`config.mk`:
```
export PLATFORM = sky130hd
export DESIGN_NAME = mic_fifo_ctrl
export DESIGN_NICKNAME = d
export VERILOG_FILES = /design/src/rtl/mic_fifo_ctrl.sv
export SDC_FILE = /design/constraint.sdc
export NUM_CORES = 1
export LEC_CHECK = 0
export BUFFER_PORTS_ARGS = -buffer_cell sky130_fd_sc_hd__buf_2
export CAP_MARGIN = 20
export CORE_UTILIZATION = 45
export CTS_CLUSTER_DIAMETER = 80
export DETAILED_ROUTE_END_ITERATION = 8
export PLACE_DENSITY = 0.76
export SYNTH_ARGS = -nofsm -noshare
export SYNTH_HDL_FRONTEND = slang
export SYNTH_SLANG_ARGS = --single-unit
export TNS_END_PERCENT = 20
```
`constraint.sdc`:
```
create_clock -name clk -period 2.4 [get_ports clk]
set_input_delay 0.36 -clock clk [delete_from_list [all_inputs] [get_ports clk]]
set_output_delay 0.36 -clock clk [all_outputs]
set_load 0.005 [all_outputs]
```
`src/rtl/mic_fifo_ctrl.sv`:
```
// Pointer/occupancy/handshake controller for the mic sample FIFO RAM (sync write, 1-cycle read).
// Optional MIC_FIFO_LEVEL_EN adds registered level and almost_full outputs.
module mic_fifo_ctrl #(
    parameter int ADDR_WIDTH = 6,
    parameter int DATA_WIDTH = 18,
    parameter int AF_MARGIN  = 8
) (
    input  logic                  clk,
    input  logic                  rst_n,
    input  logic                  sample_valid,
    input  logic [DATA_WIDTH-1:0] sample_data,
    output logic                  out_valid,
    input  logic                  out_ready,
    output logic [DATA_WIDTH-1:0] out_data,
    input  logic                  flush,
    input  logic                  ovf_clr,
    output logic                  overflow,
    output logic [15:0]           drop_cnt,
    output logic                  empty,
    output logic                  full,
`ifdef MIC_FIFO_LEVEL_EN
    output logic [ADDR_WIDTH:0]   level,
    output logic                  almost_full,
`endif
    output logic                  ram_we,
    output logic [ADDR_WIDTH-1:0] ram_wr_addr,
    output logic [ADDR_WIDTH-1:0] ram_rd_addr,
    output logic [DATA_WIDTH-1:0] ram_wr_data,
    input  logic [DATA_WIDTH-1:0] ram_rd_data
);
    localparam int DEPTH = 2 ** ADDR_WIDTH;
    localparam logic [ADDR_WIDTH:0] DEPTH_C = (ADDR_WIDTH + 1)'(DEPTH);
    localparam logic [ADDR_WIDTH:0] CNT_ONE = (ADDR_WIDTH + 1)'(1);

    if (AF_MARGIN > DEPTH) begin : g_bad_margin
        $error("AF_MARGIN larger than FIFO depth");
    end

    typedef enum logic [1:0] {R_EMPTY, R_PRIME, R_VALID} rd_state_e;

    rd_state_e             state_q, state_d;
    logic [ADDR_WIDTH-1:0] wr_ptr_q, wr_ptr_d;
    logic [ADDR_WIDTH-1:0] rd_ptr_q, rd_ptr_d;
    logic [ADDR_WIDTH:0]   count_q, count_d;
    logic                  overflow_q, overflow_d;
    logic [15:0]           drop_cnt_q, drop_cnt_d;
    logic                  push, pop, drop;

    assign full      = (count_q == DEPTH_C);
    assign empty     = (count_q == '0);
    assign out_valid = (state_q == R_VALID);
    assign push      = sample_valid & ~full & ~flush;
    assign pop       = out_valid & out_ready & ~flush;
    assign drop      = sample_valid & full & ~flush;

    assign ram_we      = push & rst_n;
    assign ram_wr_addr = wr_ptr_q;
    assign ram_wr_data = sample_data;
    // Look-ahead read address so the next head is on ram_rd_data right after a pop.
    assign ram_rd_addr = pop ? rd_ptr_q + 1'b1 : rd_ptr_q;
    assign out_data    = ram_rd_data;
    assign overflow    = overflow_q;
    assign drop_cnt    = drop_cnt_q;

    always_comb begin
        state_d  = state_q;
        wr_ptr_d = wr_ptr_q;
        rd_ptr_d = rd_ptr_q;
        count_d  = count_q;
        if (flush) begin
            state_d  = R_EMPTY;
            wr_ptr_d = '0;
            rd_ptr_d = '0;
            count_d  = '0;
        end else begin
            if (push) wr_ptr_d = wr_ptr_q + 1'b1;
            if (pop)  rd_ptr_d = rd_ptr_q + 1'b1;
            case ({push, pop})
                2'b10:   count_d = count_q + 1'b1;
                2'b01:   count_d = count_q - 1'b1;
                default: count_d = count_q;
            endcase
            case (state_q)
                R_EMPTY: if (count_q != '0) state_d = R_PRIME;
                R_PRIME: state_d = R_VALID;
                // An entry written this very cycle cannot be read yet: re-prime.
                R_VALID: if (pop && count_q == CNT_ONE) state_d = push ? R_PRIME : R_EMPTY;
                default: state_d = R_EMPTY;
            endcase
        end
    end

    always_comb begin
        overflow_d = overflow_q;
        drop_cnt_d = drop_cnt_q;
        if (ovf_clr) begin
            overflow_d = 1'b0;
            drop_cnt_d = '0;
        end
        if (drop) begin
            overflow_d = 1'b1;
            if (ovf_clr)                      drop_cnt_d = 16'd1;
            else if (drop_cnt_q != 16'hFFFF) drop_cnt_d = drop_cnt_q + 16'd1;
        end
    end

    always_ff @(posedge clk or negedge rst_n) begin
        if (!rst_n) begin
            state_q    <= R_EMPTY;
            wr_ptr_q   <= '0;
            rd_ptr_q   <= '0;
            count_q    <= '0;
            overflow_q <= 1'b0;
            drop_cnt_q <= '0;
        end else begin
            state_q    <= state_d;
            wr_ptr_q   <= wr_ptr_d;
            rd_ptr_q   <= rd_ptr_d;
            count_q    <= count_d;
            overflow_q <= overflow_d;
            drop_cnt_q <= drop_cnt_d;
        end
    end

`ifdef MIC_FIFO_LEVEL_EN
    localparam logic [ADDR_WIDTH:0] AF_LEVEL = DEPTH_C - (ADDR_WIDTH + 1)'(AF_MARGIN);
    logic [ADDR_WIDTH:0] level_q;
    logic                almost_full_q;

    always_ff @(posedge clk or negedge rst_n) begin
        if (!rst_n) begin
            level_q       <= '0;
            almost_full_q <= 1'b0;
        end else begin
            level_q       <= count_d;
            almost_full_q <= (count_d >= AF_LEVEL);
        end
    end

    assign level       = level_q;
    assign almost_full = almost_full_q;
`endif
endmodule

```
==> results_dict.tcl <==
set metrics [dict create \
    cpPeakStageDelay_ps 580 \
    synthToLayoutAreaGrowth_pct 6.19 \
    rsz0062_at_grt "false" \
    yosysSeqAreaShare_pct 39.9 \
    antenna_found_initial 0 \
    relSlewSlack_pct 67.3 \
    power.switching_mw 0.338 \
    cp-end-kind "primary output" \
    pwr-share-comb_pct 14.5 \
    grt_max_degree 39 \
    cts_hold_buffers 0 \
    grt_pass1_wl_um 7780 \
    seq_power_share_pct 53.2 \
    cp.required_ps 2040 \
    critPathMaxFanout 6 \
    synth.top_cell.area_share_pct 39.9 \
    viasPerCell 5.41 \
    ys_seq_elements 38 \
    crit_type "reg -> out" \
    cts_resized 0 \
    cp-start-kind "flop" \
    post-route-drc-count 0 \
    nNetsFinal 322 \
    power_density_nw_per_um2 516 \
    async_reset_ff_share_pct 100 \
    synth.top_cells.by_area "dfrtp_1, buf_4, xnor2_1, nor2_1, ha_1" \
    synth_cell_types 41 \
    dieHeight_um 74.8 \
    num_vias 1855 \
    die_x_um 74.8 \
    place_ws_ps 125 \
    status "completed" \
    clk_path_buf_depth 2 \
    drv_cap 0 \
    dp_hpwl_um 3430 \
    fin_skew_ps 5.12 \
    hold_slack_ps 172 \
    root_buffer "clkbuf_8" \
    clock-sinks 38 \
    drt_iter0_markers 64 \
    cts_tree "done" \
    post-route-period-util_pct 92.8 \
    cts_buffers 5 \
    cts_setup_buffers 0 \
    hp-class "in -> async" \
    totalWireLength_um 4670 \
    pin_count 111 \
    period_minus_slack_ps 2230 \
    yosysWarnings 0 \
    firstDrtPassIters 5 \
    clock_latency_ps 280 \
    synth_edf_count 0 \
    ant_nets 0 \
    synth_cells 264 \
    avgSynthCellArea_um2 9.04 \
    fmax_ghz 0.449 \
    ff2ff_path_depth 4 \
    r2r_end "drop_cnt[5]$_DFF_PN0_" \
    cp.arrival_ps 1870 \
    grt.overflow.total 0 \
    synth_ff_type "dfrtp_1" \
    tightest_slew_ps 487 \
    avgRoutedWirePerCell_um 13.6 \
    grt_pass1_vias 1780 \
    synth_top_cell_by_area "dfrtp_1" \
    die-area_um2 5600 \
    p_int_mw 0.969 \
    cp_cell_sequence "or4_4 > o21ai_1 > buf_4 > nor3b_1 > buf_2" \
    drive_gt1_share_pct 23.8 \
    htree_levels 2 \
    slowest_stage "or4_4" \
    p_sw_share_pct 25.9 \
    place.gp.congestion 0.829 \
    clkTransAtPathRegs_ps 70 \
    netlist_area_um2 2390 \
    core-area_um2 5110 \
    rrSetupSlack_ps 230 \
    finalHoldViolCount 0 \
    antenna-diode-count 0 \
    grt_usage_pct 18.0 \
    reg2reg_from "count_q[5]$_DFFE_PN0P_" \
    power_frac_clock_pct 32.4 \
    port_buffers 38 \
    final_max_slew_viol_count 0 \
    rows 26 \
    fin_util_pct 49.6 \
    start_util_pct 46.7 \
    peakVddDrop_v 0.000304 \
    synth_fp_nets 312 \
    cellLeakagePower_nw 1.15 \
    setup_tns_ps 0 \
    setup_ws_ps 174 \
    setup_viol 0 \
]
==> power groups by stage <==
stage / clock, mW / sequential (mW) / combinational [mW]
2_1_floorplan: 0 / 0.698 / 0.170
3_3_place_gp: 0 / 0.704 / 0.188
3_5_place_dp: 0 / 0.705 / 0.192
4_1_cts: 0.433 / 0.694 / 0.192
5_1_grt: 0.457 / 0.697 / 0.217
6_report: 0.423 / 0.695 / 0.189
==> kinds of logic (layout without fill, tap and decap cells) <==
family	count (synthesis)	in the layout	synth area share [%]
buf+inv	54	63	14.2
xor+xnor	23	23	8.44
simple gates	115	115	25.9
flops	38	38	39.9
fa+ha+maj	6	6	3.15
mux	6	6	2.62
compound gates	22	22	5.82
==> stage by stage <==
step	cells	power [mW]	cell area, um^2
4_1_cts	343	1.32	2530
3_5_place_dp	337	0.897	2450
2_1_floorplan	264	0.867	2390
5_1_grt	343	1.37	2530
6_report	343	1.31	2530
3_3_place_gp	337	0.893	2450
==> synth_stat cells, types with 2 or more instances <==
cell type,instances
or4_1,2
inv_1,7
a21oi_1,5
xnor2_1,17
or3_1,2
nor2_1,28
xor2_1,6
nand2_1,17
clkbuf_1,9
nand4_1,9
nor4_1,9
nand2b_1,2
ha_1,6
o311ai_0,3
nor2b_1,9
o21a_1,2
nor3b_1,2
nand3_1,8
o21ai_0,5
nor3_1,13
a31oi_1,2
a211oi_1,2
buf_4,36
mux2_2,2
nand4b_1,2
and4_1,3
mux2i_1,4
dfrtp_1,38
or2_2,2
==> area by class of cell <==
class	count	area (um^2)
Timing Repair Buffer	50	280
Fill cell	514	2570
Sequential cell	38	951
Multi-Input combinational cell	172	1110
Inverter	7	26.3
Clock buffer	6	82.6
Tap cell	70	87.6
==> worst max-delay path by stage <==
stage	startpoint	endpoint	slack, ps	depth (start not counted)
floorplan	count_q[3]$_DFFE_PN0P_	drop_cnt[5]$_DFF_PN0_	230	5
detailed placement	count_q[5]$_DFFE_PN0P_	drop_cnt[7]$_DFF_PN0_	130	5
finish	count_q[5]$_DFFE_PN0P_	ram_we	170	5
global placement	count_q[5]$_DFFE_PN0P_	drop_cnt[5]$_DFF_PN0_	160	4
CTS	count_q[5]$_DFFE_PN0P_	drop_cnt[5]$_DFF_PN0_	120	4
global route	state_q[1]$_DFFE_PN0P_	ram_rd_addr[5]	80	6
==> flip-flops by register name (all words and copies together), names as in the netlist <==
| name | cells |
|---|---|
| drop_cnt | 16 |
| ram_wr_addr | 6 |
| rd_ptr_q | 6 |
| state_q | 2 |
| overflow | 1 |
| count_q | 7 |
==> cells in the final DEF, fill, tap and decap left out, types with 7 or more instances in the layout <==
cell type,netlist,routed
buf_2,0,38
buf_4,36,12
dfrtp_1,38,38
inv_1,7,7
nand2_1,17,17
nand3_1,8,8
nand4_1,9,9
nor2_1,28,28
nor2b_1,9,9
nor3_1,13,13
nor4_1,9,9
xnor2_1,17,17
==> routing by layer <==
metal / vias to the layer above / global-route usage (%) / share of wire [%]
met5: - / 0 / 0
met4: 0 / 7.13 / 2.1
met2: 53 / 30.7 / 47
li1: 898 / - / -
met1: 884 / 21.5 / 46
met3: 20 / 4.95 / 4.8
==> critical path, delay by kind of cell (launching register included) <==
family	cells	cell delay [ps]
AO/OA/AOI/OAI	1	220
buffers and inverters	2	320
flip-flops	1	410
AND/OR/NAND/NOR	2	630
No activity file was read; power rests on OpenSTA's default activity.
